--- config.mk ---
export PLATFORM = sky130hd
export DESIGN_NAME = clip_controller
export DESIGN_NICKNAME = d
export VERILOG_FILES = /design/src/rtl/clip_ctrl_pkg.sv /design/src/rtl/clip_len_table.sv /design/src/rtl/clip_controller.sv
export SDC_FILE = /design/constraint.sdc
export NUM_CORES = 1
export LEC_CHECK = 0
export CORE_MARGIN = 5
export CORE_UTILIZATION = 55
export CTS_CLUSTER_DIAMETER = 60
export DETAILED_ROUTE_END_ITERATION = 8
export PLACE_DENSITY = 0.8
export SETUP_SLACK_MARGIN = 0.1
export SLEW_MARGIN = 5
export SYNTH_ARGS = -nofsm -noshare
export SYNTH_HDL_FRONTEND = slang
export SYNTH_HIERARCHICAL = 1
export SYNTH_SLANG_ARGS = --single-unit
export TNS_END_PERCENT = 100
--- constraint.sdc ---
create_clock -name clock -period 3.44 [get_ports clock]
set_input_delay 0.688 -clock clock [delete_from_list [all_inputs] [get_ports clock]]
set_output_delay 0.688 -clock clock [all_outputs]
set_load 0.005 [all_outputs]
--- src/rtl/clip_ctrl_pkg.sv ---
// Shared types and default sizing for the multi-clip record/playback sequencer.
package clip_ctrl_pkg;

  typedef enum logic [1:0] {
    StIdle   = 2'b00,
    StRecord = 2'b01,
    StPlay   = 2'b10
  } state_t;

  localparam int unsigned DefNumClips  = 8;
  localparam int unsigned DefClipWords = 16384;
  localparam int unsigned DefAddrW     = 17;

endpackage

--- src/rtl/clip_len_table.sv ---
// Per-clip recorded-length store; a slot counts as valid whenever its length is nonzero.
module clip_len_table #(
  parameter int unsigned NUM_CLIPS = 8,
  parameter int unsigned LEN_W     = 15,
  parameter int unsigned CLIP_W    = $clog2(NUM_CLIPS)
) (
  input  logic                 clock,
  input  logic                 reset,
  input  logic                 we,
  input  logic [CLIP_W-1:0]    idx,
  input  logic [LEN_W-1:0]     wdata,
  output logic [LEN_W-1:0]     rdata,
  output logic [NUM_CLIPS-1:0] clip_valid
);

  logic [LEN_W-1:0] len_q [NUM_CLIPS];
  logic [LEN_W-1:0] len_d [NUM_CLIPS];

  // Single write port: only the addressed slot may change.
  always_comb begin
    len_d = len_q;
    if (we) len_d[idx] = wdata;
  end

  // Length registers, cleared by synchronous reset.
  always_ff @(posedge clock) begin
    if (reset) len_q <= '{default: '0};
    else       len_q <= len_d;
  end

  // Read port and per-slot valid flags.
  always_comb begin
    rdata = len_q[idx];
    for (int i = 0; i < int'(NUM_CLIPS); i++) clip_valid[i] = |len_q[i];
  end

endmodule

--- src/rtl/clip_controller.sv ---
// Multi-clip record/playback sequencer: FSM, per-sample offset counter and memory strobes.
module clip_controller
  import clip_ctrl_pkg::*;
#(
  parameter int unsigned NUM_CLIPS  = DefNumClips,
  parameter int unsigned CLIP_WORDS = DefClipWords,
  parameter int unsigned ADDR_W     = DefAddrW,
  localparam int unsigned CLIP_W    = $clog2(NUM_CLIPS),
  localparam int unsigned OFF_W     = $clog2(CLIP_WORDS),
  localparam int unsigned LEN_W     = OFF_W + 1
) (
  input  logic                 clock,
  input  logic                 reset,
  input  logic                 action,
  input  logic                 play_or_record,
  input  logic [CLIP_W-1:0]    clip_sel,
  input  logic                 stop,
  input  logic                 sample_tick,
  output logic                 enable_des,
  output logic                 enable_ser,
  output logic                 enable_timer,
  output logic [ADDR_W-1:0]    mem_addr,
  output logic                 mem_we,
  output logic                 mem_re,
  output logic                 done,
  output logic                 err,
  output logic [NUM_CLIPS-1:0] clip_valid
);

  localparam logic [OFF_W-1:0] LastOff = OFF_W'(CLIP_WORDS - 1);

  state_t              state_q, state_d;
  logic [OFF_W-1:0]    offset_q, offset_d;
  logic [CLIP_W-1:0]   cur_clip_q, cur_clip_d;
  logic                done_q, done_d;
  logic                err_q, err_d;

  logic                len_we;
  logic [LEN_W-1:0]    len_wdata;
  logic [LEN_W-1:0]    rd_len;
  logic [CLIP_W-1:0]   tbl_idx;

  // In IDLE the table is addressed by the request; otherwise by the active clip.
  assign tbl_idx = (state_q == StIdle) ? clip_sel : cur_clip_q;

  clip_len_table #(
    .NUM_CLIPS (NUM_CLIPS),
    .LEN_W     (LEN_W),
    .CLIP_W    (CLIP_W)
  ) u_len_table (
    .clock      (clock),
    .reset      (reset),
    .we         (len_we),
    .idx        (tbl_idx),
    .wdata      (len_wdata),
    .rdata      (rd_len),
    .clip_valid (clip_valid)
  );

  // State, offset, clip and pulse registers.
  always_ff @(posedge clock) begin
    if (reset) begin
      state_q    <= StIdle;
      offset_q   <= '0;
      cur_clip_q <= '0;
      done_q     <= 1'b0;
      err_q      <= 1'b0;
    end else begin
      state_q    <= state_d;
      offset_q   <= offset_d;
      cur_clip_q <= cur_clip_d;
      done_q     <= done_d;
      err_q      <= err_d;
    end
  end

  // Next-state, offset advance and length-table updates.
  always_comb begin
    state_d    = state_q;
    offset_d   = offset_q;
    cur_clip_d = cur_clip_q;
    done_d     = 1'b0;
    err_d      = 1'b0;
    len_we     = 1'b0;
    len_wdata  = '0;
    unique case (state_q)
      StIdle: begin
        if (action) begin
          if (play_or_record) begin
            // Zeroing the length on entry drops the slot's valid flag while recording.
            cur_clip_d = clip_sel;
            offset_d   = '0;
            len_we     = 1'b1;
            state_d    = StRecord;
          end else if (rd_len != '0) begin
            cur_clip_d = clip_sel;
            offset_d   = '0;
            state_d    = StPlay;
          end else begin
            err_d = 1'b1;
          end
        end
      end
      StRecord: begin
        if (sample_tick) offset_d = offset_q + OFF_W'(1);
        if (sample_tick && (offset_q == LastOff)) begin
          len_we    = 1'b1;
          len_wdata = LEN_W'(CLIP_WORDS);
          done_d    = 1'b1;
          state_d   = StIdle;
        end else if (stop) begin
          len_we    = 1'b1;
          len_wdata = {1'b0, offset_q} + LEN_W'(sample_tick);
          done_d    = 1'b1;
          state_d   = StIdle;
        end
      end
      StPlay: begin
        if (sample_tick) offset_d = offset_q + OFF_W'(1);
        if ((sample_tick && (({1'b0, offset_q} + LEN_W'(1)) == rd_len)) || stop) begin
          done_d  = 1'b1;
          state_d = StIdle;
        end
      end
      default: state_d = StIdle;
    endcase
  end

  // Enables and zero-latency strobes decoded from the current state.
  always_comb begin
    enable_des   = (state_q == StRecord);
    enable_ser   = (state_q == StPlay);
    enable_timer = enable_des | enable_ser;
    mem_we       = enable_des & sample_tick;
    mem_re       = enable_ser & sample_tick;
    mem_addr     = ADDR_W'({cur_clip_q, offset_q});
    done         = done_q;
    err          = err_q;
  end

endmodule

# [Word-level counts from Yosys, hierarchy flattened]
# Cells that the tools add are included.
[classes] add_sub_neg=3 n_mul=0 div=0 order_cmp=2 eq_ne=9 n_shift=0 muxes=32 bitwise=6 n_reduce_logical=21
[ops] operator="$bwmux W120" n=1
[ops] operator="$reduce_or A15 Y1" n=8
[ops] operator="$mux W15" n=6
[ops] operator="$mux W14" n=4
[ops] operator="$bmux W15 S3" n=1
[ops] operator="$demux W15 S3" n=1
[ops] operator="$pmux W14 S2" n=1
[ops] operator="$add A14 B1 Y15" n=1
[ops] operator="$add A14 B1 Y15 const B" n=1
[ops] operator="$eq A15 B15 Y1" n=1
[ops] operator="$reduce_bool A15 Y1" n=1
[ops] operator="$add A14 B1 Y14 const B" n=1
[ops] operator="$eq A14 B14 Y1 const B" n=1
[ops] operator="$mux W2" n=6
[ops] operator="$mux W3" n=3
[ops] operator="$reduce_and A4 Y1" n=2
[ops] operator="$mux W1" n=6
[ops] operator="$ne A3 B2 Y1 const B" n=2
[ops] operator="$pmux W2 S3" n=1
[ops] operator="$ge A4 B4 Y1 const B" n=1
[ops] operator="$lt A4 B1 Y1 const B" n=1
[ops] operator="$ne A2 B1 Y1 const B" n=2
[ops] operator="$not A3 Y4" n=1
[ops] operator="$pmux W1 S2" n=2
[ops] operator="other kinds (13)" n=18
[word_totals] reg_bits=141 latchBits=0 mem_bits_rw=0 mem_bits_ro=0 input_bits=9 output_inout_bits=32 elab_cells=86 n_memories=0

# [Logic depth before layout (Yosys ltp)]
# Gate-level depths: netlist (run 1).
[logic_depth] depth_word=11 depth_mapped=18 mapped_depth_nobuf=13

# [Cells and area by module]
# The synthesis (run 1) kept the hierarchy.
[modules_own_cells] module="clip_len_table" n_inst=1 cells_each=697 area_per_inst_um2=5617.9 seq_area_each_um2=2402.3
[modules_own_cells] module="clip_controller" n_inst=1 cells_each=264 area_per_inst_um2=1934.4 seq_area_each_um2=420.4

# [Worst setup path after synthesis (run 1)]
# No wires, ideal clock.
[synth_path] kind="register to register" start="register state_q[0]" end="register state_q[1]" setup_time_ns=0.072 arrival_time_ns=3.673 required_ns=3.368 path_slack_ns=-0.305 stages_incl_launch_ff=16 path_buffers=4 period_less_slack_ns=3.745 path_cell_list="dfxtp_1 inv_1 ha_1 clkbuf_1 mux2_2 buf_6 buf_4 buf_2 mux4_2 mux2_2 xnor2_1 or4b_2 a32oi_1 and4_4 a31o_4 mux2i_1"
[synth_via] elab_chain_len=11 word_cells_on_any_way=18 cone_classes="eq/ne (7); mux (5); bitwise (1); reduce/logical (5)"
[synth_rtl] element="start: declaration" line_no="clip_controller.sv:32" rtl="state_t state_q, state_d;"
[synth_rtl] element="start signal: assignment" line_no="clip_controller.sv:63" rtl="state_q <= StIdle;"
[synth_rtl] element="start signal: assignment" line_no="clip_controller.sv:69" rtl="state_q <= state_d;"
[synth_rtl] element="$logic_not A2 Y1 *" line_no="clip_controller.sv:44" rtl="assign tbl_idx = (state_q == StIdle) ? clip_sel : cur_clip_q;"
[synth_rtl] element="$mux W3 *" line_no="clip_controller.sv:44"
[synth_rtl] element="via tbl_idx[1]" line_no="clip_controller.sv:41" rtl="logic [CLIP_W-1:0] tbl_idx;"
[synth_rtl] element="$not A3 Y4 (implied by the code) *" line_no="clip_len_table.sv:33" rtl="rdata = len_q[idx];"
[synth_rtl] element="$bmux W15 S3 *" line_no="clip_len_table.sv:33"
[synth_rtl] element="$mux W15 (implied by the code) * (2 in a row)" line_no="clip_len_table.sv:33"
[synth_rtl] element="via rd_len[8]" line_no="clip_controller.sv:40" rtl="logic [LEN_W-1:0] rd_len;"
[synth_rtl] element="$eq A15 B15 Y1" line_no="clip_controller.sv:120" rtl="if ((sample_tick && (({1'b0, offset_q} + LEN_W'(1)) == rd_len)) || stop) begin"
[synth_rtl] element="$logic_and A1 B1 Y1" line_no="clip_controller.sv:120"
[synth_rtl] element="$logic_or A1 B1 Y1" line_no="clip_controller.sv:120"
[synth_rtl] element="$ne A2 B1 Y1 (no source line)"
[synth_rtl] element="$reduce_and A4 Y1 (no source line) *"
# The timed path passes the listed nets; every way through them passes the cells marked *. The select of a mux whose other input is x is not followed.
# A chain may end at the register's enable or synchronous reset.

# [Worst setup path after layout (run 1)]
[layout_path] start="register state_q[0]" end="register state_q[0]"
# Same word-level chain as after synthesis.

==> results of run 1 <==
==> through the flow <==
step	power, mW	instance area, µm²	std cells
floorplan	2.37	7610	961
CTS	4.73	9300	1226
finish	4.94	9640	1231
detailed placement	2.71	8500	1187
global placement	2.69	8500	1187
global route	5.09	9640	1231
==> what timing repair did <==
item	in CTS	in global routing
gates resized for setup	22	64
cloned	3	1
endpoints found under the setup margin	17	20
setup buffers	5	4
pin swaps	16	23
==> cell usage after synthesis, types with 2 or more instances <==
| library cell | n |
|---|---|
| buf_2 | 41 |
| nor2_1 | 38 |
| a2bb2oi_1 | 5 |
| o211ai_1 | 7 |
| nand2_1 | 274 |
| nor2b_1 | 4 |
| a21oi_1 | 137 |
| a22oi_1 | 12 |
| a311oi_1 | 2 |
| nor3_1 | 19 |
| nor4_1 | 36 |
| and4bb_2 | 3 |
| nand3b_1 | 3 |
| mux4_2 | 8 |
| and2_1 | 4 |
| nand4b_1 | 3 |
| or3_1 | 2 |
| clkbuf_1 | 24 |
| nand2b_1 | 5 |
| inv_1 | 7 |
| buf_4 | 14 |
| mux2_2 | 32 |
| nand3_1 | 16 |
| o21ai_0 | 8 |
| a32oi_1 | 2 |
| mux2i_1 | 16 |
| a221oi_1 | 2 |
| xnor2_1 | 19 |
| and4b_1 | 3 |
| dfxtp_1 | 141 |
| nand4_1 | 16 |
| o221ai_1 | 5 |
| buf_6 | 6 |
| o22ai_1 | 2 |
| nand4bb_1 | 3 |
| xor2_1 | 9 |
| ha_1 | 6 |
| o21a_1 | 3 |
==> final timing paths <==
kind	slack, ns	start	end	cells past startpoint
setup / recovery	-0.02	state_q[0]	state_q[0]	13
hold / removal	0.47	u_len_table/len_q[5]	u_len_table/len_q[5]	2
setup reg to reg	-0.02	state_q[0]	state_q[0]	13
hold reg to reg	0.47	u_len_table/len_q[5]	u_len_table/len_q[5]	2
==> power breakdown <==
part | total [mW] | internal [mW] | leakage (nW) | switching, mW
registers | 1.66 | 1.65 | 1.14 | 0.0143
logic | 1.36 | 0.629 | 1.91 | 0.729
clock network | 1.92 | 1.18 | 0.298 | 0.738
total | 4.94 | 3.46 | 3.34 | 1.48
==> logic make-up (layout without fill, tap and decap cells) <==
group | count (synthesis) | in the layout | synth area share (%)
flops | 141 | 141 | 37.4
buf+inv | 93 | 184 | 6.59
xor+xnor | 28 | 28 | 3.25
simple gates | 444 | 444 | 27.5
fa+ha+maj | 6 | 6 | 0.994
mux | 56 | 59 | 9.28
compound gates | 193 | 193 | 15.0
==> cell type report <==
type	instances	area share, %
clock buffer	19	4.70
inverter	7	0.273
sequential	141	29.3
clock inverter	12	1.67
multi-input combinational	730	48.2
timing repair buffer	146	13.6
tap	176	2.29
==> sequential cells by signal, indices dropped and copies added (netlist names) <==
name and cells:
err 1, u_len_table/len_q 120, state_q 2, offset_q 14, done 1, cur_clip_q 3
==> metal layers <==
layer / vias up / routed length [µm]
met5: - / 0
met4: 0 / 1470
met3: 129 / 2900
met2: 532 / 11800
met1: 3728 / 10000
li1: 3533 / -
==> critical path, cell delays in order, from the launching register on <==
cell,delay [ns]
dfxtp_2,0.34
inv_2,0.08
ha_4,0.23
mux2_4,0.41
buf_6,0.16
mux2_4,0.30
a22oi_2,0.21
o211ai_1,0.16
buf_4,0.18
or4b_4,0.51
a32oi_2,0.22
and4_4,0.27
a31o_4,0.16
mux2i_1,0.17
==> metrics.cfg, run 1 <==
[global_routing]
grt_max_degree=144
grt_use_met2_pct=47.5
grt_pass1_wl_um=39300
antenna_found_initial=0
grt_pass1_vias=7133
use_met3_pct=7.26
use_met1_pct=41.1
track_usage_pct=31.1
grt-ovfl-total=0
grt-busiest-layer=met2

[synthesis]
ys_types=62
synth_area_um2=7550
yosys.area.top_type_share_pct=37.4
synth_cells=961
synth.area.top_cells=dfxtp_1 37%, nand2_1 14%, a21oi_1 9.1%
ys_warn_count=6
postSynth.asyncResetShare_pct=0
synth_seq_cells=141
synth_edf_count=0
syn_nets=976
synth.avg_cell_area_um2=7.86
synth-main-ff-cell=dfxtp_1
yosys.area.top_type=dfxtp_1
ys_seq_area_share_pct=37.4

[timing]
setup_ws_ns=-0.0234
whs_ns=0.474
tightestPinTransition_ns=1.17
period_share_pct=101
skew_ns=0.00811
finalHoldViolations=0
slew-limit-headroom_pct=21.9
min_period_ns=3.46
fmax_mhz=289
setup_tns_ns=-0.0427
grt_setup_unrepaired=yes
finalMaxSlewViolations=0
finalSetupViolations=2

[drt]
num_vias=7922
wl_um=26200
routed_via_density=6.44
wire_per_inst_um=21.3
route.detailed.drc=0
firstDrtPassIters=7
first_iter_violations=1268
ant_nets=0

[placement]
dp_hpwl_um=16500
gp_congestion=0.946
io_buffer_count=40
dp_worst_setup_slack_ns=-0.590

[finish]
multi_input_area_um2=4640
drive_above_1_share_pct=24.4
area_delta_synth_final_pct=27.6
diodes=0
post-route-util_pct=72.2
final_cell_mix=268 x nand2_1, 139 x dfxtp_1, 129 x a21oi_1, 92 x buf_4, 37 x clkdlybuf4s50_1
register_area_um2=2830
final.fill_count=985
layout_commonest_cell=nand2_1
nets=1058

[cts]
cts.hold.buffers_added=0
cts.sinks=141
ctsHtreeMaxLevel=4
clk_pin_slew_worst_paths_ns=0.06
cts-buffers-inserted=17
clk_latency_ns=0.44
root_buffer=clkbuf_16
cts_tree=yes
clockBufferDepth=2

[outcome]
status=complete, but fails checks
violations=negative setup slack

[critical_path]
arrival_ns=3.83
cp.required_ns=3.80
end_kind=flip-flop
cp-start-kind=flip-flop
critical_path_class=reg2reg
cp_max_fo=7

[floorplan]
rows=42
die_y_um=127
die_x_um=127
ios=41
start_util_pct=56.6
core_area_um2=13300
dieArea_um2=16200

[power_and_ir_drop]
leakage_nw=3.34
peakVddDrop_mv=0.441
power_density_nw_per_um2=513

[worst_hold_path]
min_path_type=reg2reg

[job]
cap_violations=0

No activity file was read; power rests on OpenSTA's default activity.
==> run 2: changes to the inputs <==
REMOVE_ABC_BUFFERS = 1   (was default)
==> run 2 against run 1 <==
  * The flow still finishes with violations (negative setup slack)
  * Utilization is 0.81 points higher
  * Cell area increased by 1.1%
  * Register-to-register slack got worse by 0.10 ns
  * Combinational power down 4%
  * Clock power rose by 8%
  * Flip-flop and latch count is the same
  * Power up 2.2%
  * Critical path depth increased by 1
  * Worst setup slack lost 0.10 ns
  * Sequential power hardly changed
  * Critical path type unchanged
  * Critical endpoint unchanged
==> metrics.cfg, run 2 (synthesis gave the netlist of run 1 again) <==
[outcome]
status=complete, but fails checks
violations=negative setup slack

[timing]
setup_ws_ns=-0.125  ; -0.101 ns
grt_setup_unrepaired=yes
finalSetupViolations=16  ; +14
skew_ns=0.00710  ; -0.00100 ns
slew-limit-headroom_pct=39.2  ; +17 points
tightestPinTransition_ns=0.909  ; -0.258 ns
period_share_pct=104  ; +2.9 points
fmax_mhz=281  ; -2.8%
whs_ns=0.472  ; -0.00211 ns
min_period_ns=3.56  ; +0.101 ns
finalMaxSlewViolations=0  ; unchanged
finalHoldViolations=0  ; unchanged

[critical_path]
cp.required_ns=3.76  ; -0.04 ns
cp_max_fo=8  ; +1
slowest_stage=mux4_2
worstPathCellList=inv_2 > ha_4 > mux2_4 > buf_12 > buf_4 > mux4_2 > mux2_4 > nor4_4 > nand4_1 > a21bo_2 > buf_4 > o21a_1 > a31o_4 > mux2i_1
end_kind=flip-flop
critical_path_class=reg2reg
cp-start-kind=flip-flop
max_stage_delay_ns=0.44  ; -0.07 ns
arrival_ns=3.88  ; +0.05 ns

[finish]
top_regs=u_len_table/len_q: 120 flops, offset_q: 14 flops, cur_clip_q: 3 flops
largest_reg_flops=120  ; unchanged
final.fill_count=912  ; -7.4%
layout_commonest_cell=nand2_1
drive_above_1_share_pct=24.8  ; +0.45 points
area_delta_synth_final_pct=29.0
nets=1078  ; +1.9%
register_area_um2=2830  ; unchanged
diodes=0  ; unchanged
multi_input_area_um2=4570  ; -1.6%
design_area_um2=9740  ; +1.1%
post-route-util_pct=73.0  ; +0.81 points
regMostFlops=u_len_table/len_q
final_cell_mix=273 x nand2_1, 139 x dfxtp_1, 135 x a21oi_1, 116 x buf_4, 38 x nor2_1

[global_routing]
grt_pass1_vias=7471  ; +4.7%
track_usage_pct=32.2  ; +1.1 points
grt_pass1_wl_um=40800  ; +3.7%
grt_max_degree=66  ; -54%
antenna_found_initial=1  ; +1
grt-ovfl-total=0  ; unchanged

[cts]
clk_latency_ns=0.43  ; about the same
cts_tree=yes
root_buffer=clkbuf_16
cts-buffers-inserted=17  ; unchanged
clk_pin_slew_worst_paths_ns=0.06  ; about the same
cts.sinks=141  ; unchanged
ctsHtreeMaxLevel=4  ; unchanged
clockBufferDepth=2  ; unchanged
cts.hold.buffers_added=0  ; unchanged

[power_and_ir_drop]
seq_power_share_pct=32.9  ; -0.8 points
intPower_mw=3.60  ; +4.2%
power_density_nw_per_um2=518  ; +1.1%
p_sw_mw=1.44  ; -2.5%
combPwrFrac_pct=25.9  ; -1.6 points
clockPowerShare_pct=41.2  ; +2.3 points
switching_share_pct=28.6  ; -1.4 points
peakVddDrop_mv=0.384  ; -13%
leakage_nw=3.42  ; +2.5%

[drt]
wl_um=27500  ; +5.2%
num_vias=8273  ; +4.4%
route.detailed.drc=0  ; unchanged
firstDrtPassIters=7  ; unchanged
first_iter_violations=1383  ; +9.1%
wire_per_inst_um=22.0  ; +3.4%
routed_via_density=6.61  ; +2.7%
ant_nets=0  ; unchanged

[floorplan]
dieArea_um2=16200  ; unchanged
die_y_um=127  ; unchanged
start_util_pct=56.6  ; unchanged
core_area_um2=13300  ; unchanged
rows=42  ; unchanged
die_x_um=127  ; unchanged
ios=41  ; unchanged

[placement]
dp_hpwl_um=17600  ; +7.1%
dpl_cell_area_um2=8540  ; +0.46%
io_buffer_count=40  ; unchanged
gp_congestion=1.09  ; +16%
dp_worst_setup_slack_ns=-0.625  ; -0.0345 ns

[worst_hold_path]
min_path_type=reg2reg

[job]
cap_violations=0  ; unchanged

[run 2: cell types whose count changed in the layout (fill, tap and decap cells not counted), sizes merged]
cell,change
buf,+23
bufinv,+2
clkinvlp,-2
mux2,-2
clkinv,-1
inv,+1
[run 2: area by class of cell]
cell class / count / area share, %
clock buffer: 20 / 4.79
clock inverter: 12 / 2.09
inverter: 7 / 0.270
multi-input combinational: 728 / 46.9
sequential: 141 / 29.0
tap: 176 / 2.26
timing repair buffer: 168 / 14.7
[run 2: layer usage]
layer  GRT usage, %  part of all wire, %  up-vias
met3           8.31                   13      209
met2           48.8                   43      685
met1           41.8                   36     3817
met4           18.0                  7.4        2
li1               -                    -     3560
met5              0                0.025        -
[run 2: per-stage QoR]
stage          std cells  total power, mW  TNS [ns]
5_1_grt             1252             5.19     -1.90
3_5_place_dp        1200             2.69     -9.83
3_3_place_gp        1200             2.67     -8.85
4_1_cts             1245             4.90         0
6_report            1252             5.05     -1.01
2_1_floorplan        875             2.22     -6.85
[run 2: worst paths after layout]
path	startpoint	end	slack, ns	cells past startpoint
worst max-delay path	state_q[0]	state_q[0]	-0.12	14
worst max register to register	state_q[0]	state_q[0]	-0.12	14
worst min register to register	u_len_table/len_q[56]	u_len_table/len_q[56]	0.47	2
worst min-delay path	u_len_table/len_q[56]	u_len_table/len_q[56]	0.47	2
[run 2: power groups by stage]
stage | Clock [mW] | Combinational (mW) | Sequential, mW
final | 2.08 | 1.31 | 1.66
after detailed placement | 0 | 1.00 | 1.69
after CTS | 2.09 | 1.15 | 1.66
after global routing | 2.17 | 1.36 | 1.66
after global placement | 0 | 0.984 | 1.69
after floorplan | 0 | 0.526 | 1.69
[run 2: timing repair]
item / in CTS / in global routing
hold endpoints to repair: 0 / 0
pin swaps: 17 / 23
buffers inserted: 11 / 6
endpoints found under the setup margin: 18 / 123
cloned: 2 / 1
resized for setup: 39 / 43
[run 2: critical path, delay by kind of cell (launching register included)]
family	cells	cell delay [ns]
AOI/OAI and AO/OA	3	0.63
adders and majority gates	1	0.17
buffers and inverters	4	0.53
and+or+nand+nor	2	0.55
DFF	1	0.32
muxes	4	1.22
==> variant, RTL diff (config.mk and constraints of run 1) <==
Re-encode `state_t` (3 states) as one-hot, 3 bits wide.
--- a/src/rtl/clip_ctrl_pkg.sv
+++ b/src/rtl/clip_ctrl_pkg.sv
@@ -1,10 +1,10 @@
 // Shared types and default sizing for the multi-clip record/playback sequencer.
 package clip_ctrl_pkg;
 
-  typedef enum logic [1:0] {
-    StIdle   = 2'b00,
-    StRecord = 2'b01,
-    StPlay   = 2'b10
+  typedef enum logic [2:0] {
+    StIdle   = 3'b001,
+    StRecord = 3'b010,
+    StPlay   = 3'b100
   } state_t;
 
   localparam int unsigned DefNumClips  = 8;
Check against the original RTL: same outputs for any inputs over 4 cycles, from zero or initial values and one cycle with reset high; so few cycles prove little.
==> variant against run 1 <==
- synthesized area grew 0.68%
- routed wire length shrank 5.6%
- die area grew 0.63%
- worst setup slack gained 130 ps
- sequential cell count grew 1
- design area shrank 2.3%
- count of clock-buffer cells in the layout shrank 1
- critical endpoint is now offset_q[10]
- highest routed layer unchanged
Power is not compared: it rests on default switching activity, and its combinational part moved more than twofold at a synthesized area within 25%.
==> variant: results (changes against run 1) <==
Run status
  – Outcome: finished clean

Final layout
  – Largest registers: u_len_table/len_q (120), offset_q (14)
  – Layout cell share with drive strength beyond 1: 0.2017 (-0.04191)
  – Final Net Count: 1060 (+0.19%)
  – Fillers: 1099 (+12%)

Clocking
  – Longest Clk Path Bufs: 2 (unchanged)
  – Clk Latency, worst-skew pair: 430 ps
  – TritonCTS Buffers: 17 (unchanged)

GRT
  – Maximum number of pins on one net before global-route repair: 93 (-35%)
  – GRT Resource Usage Total: 0.2988 (-0.01194)
  – Met2 Resource Use GR: 0.4683 (-0.006837)
  – Met1 usage: 0.3898 (-0.02068)
  – First-pass GRT wire length: 38580 um (-1.9%)
  – Grt met3 use: 0.06145 (-0.01117)
  – Vias in the first global route: 7283 (+2.1%)
  – Antenna violations before repair: 0 (unchanged)

Critical path
  – Reg-to-Reg End: offset_q[10]
  – CP Max Fanout: 13 (+6)
  – R2R depth: 14 (+1)
  – Critical path startpoint: state_q[2]
  – R2r setup slk: 110 ps (+130 ps)
  – Crit path largest cell delay: 460 ps (-50 ps)
  – Crit path max-delay family: multiplexers
  – Arrival time at the worst endpoint: 3680 ps (-150 ps)
  – CP max-delay cell: mux4_2

Route
  – Routed len/inst: 19.91 um (-6.4%)
  – Metal3 WL: 2355 um (-19%)
  – DRT met1 WL: 9718 um (-2.9%)
  – Initial DRC Count: 857 (-32%)
  – Met2 wire length: 11330 um (-4.0%)
  – Via count: 7717 (-2.6%)
  – First drt pass iteration count: 6 (-1)

Worst hold path
  – Endpoint, Worst Hold: u_len_table/len_q[108]
  – Tightest Hold Check Type: flip-flop to flip-flop
  – Hold path startpoint: u_len_table/len_q[108]
  – Hold path depth: 2 (unchanged)

Placed design
  – Pre-CTS setup slack: -418.2 ps (+172.0 ps)
  – # port buffers: 40 (unchanged)
  – Gp weighted congestion: 1.018 (+7.6%)
  – Placed Area: 8453 um^2 (-0.59%)
  – Post-DP HPWL: 16930 um (+2.8%)

STA
  – Tightest Pin Transition: 1071 ps (-95.62 ps)
  – Post-Route Skew: 14.35 ps (+6.239 ps)

Logic synthesis
  – Top cells by count, synth: 263 x nand2_1, 143 x a21oi_1, 142 x dfxtp_1
  – Most frequent cell after synthesis: nand2_1
  – Synth area leaders: dfxtp_1 37%, nand2_1 13%, a21oi_1 9.4%
  – Sequential area share after synthesis: 0.3739 (about the same)
  – Syn Nets: 979 (+0.31%)
  – Netlist cell types: 59 (-4.8%)

Power
  – VDD IR-drop max: 0.0003497 V
==> variant: cell families after synthesis <==
logic type | Yosys count | synth area share
AOI/OAI and AO/OA | 207 | 0.1544
DFF | 142 | 0.3739
muxes | 54 | 0.08968
xor gates and xnor gates | 27 | 0.03110
and+or+nand+nor | 441 | 0.2781
buffers and inverters | 93 | 0.06796
adders and majority gates | 3 | 0.004937
==> variant: cell type report <==
type,count,area share
Clock buffer,18,0.04665
Clock inverter,14,0.02047
Inverter,7,0.002791
Multi-Input combinational cell,733,0.4650
Sequential cell,142,0.3021
Tap cell,180,0.02392
Timing Repair Buffer,147,0.1390
==> variant: repair_timing <==
item	CTS	global route
pin swaps	3	15
cloned	0	2
endpoints found under the setup margin	13	20
setup buffers	1	17
resized for setup	4	33
hold endpoints to repair	0	0
==> variant: worst max-delay path by stage <==
stage / end / slack [ps] / depth (start not counted)
floorplan: offset_q[4] / 170 / 14
global placement: offset_q[1] / -470 / 12
CTS: state_q[2] / 100 / 14
global route: offset_q[13] / -50 / 13
detailed placement: offset_q[1] / -420 / 12
finish: offset_q[10] / 110 / 14
==> variant: per-stage QoR <==
step	instances	hold slack [ps]	power, mW	utilization
floorplan	967	444.4	1.976	-
global placement	1189	455.8	2.121	0.6161
detailed placement	1189	461.3	2.125	0.6161
CTS	1222	469.7	4.068	0.6642
global route	1241	496.1	4.267	0.6862
finish	1241	478.3	4.157	0.6862
==> variant: power groups by stage <==
stage | clock, mW | combinational (mW) | sequential, mW
final | 1.96 | 0.542 | 1.66
after global routing | 2.04 | 0.571 | 1.66
after CTS | 1.97 | 0.444 | 1.66
after detailed placement | 0 | 0.433 | 1.69
after global placement | 0 | 0.429 | 1.69
after floorplan | 0 | 0.283 | 1.69
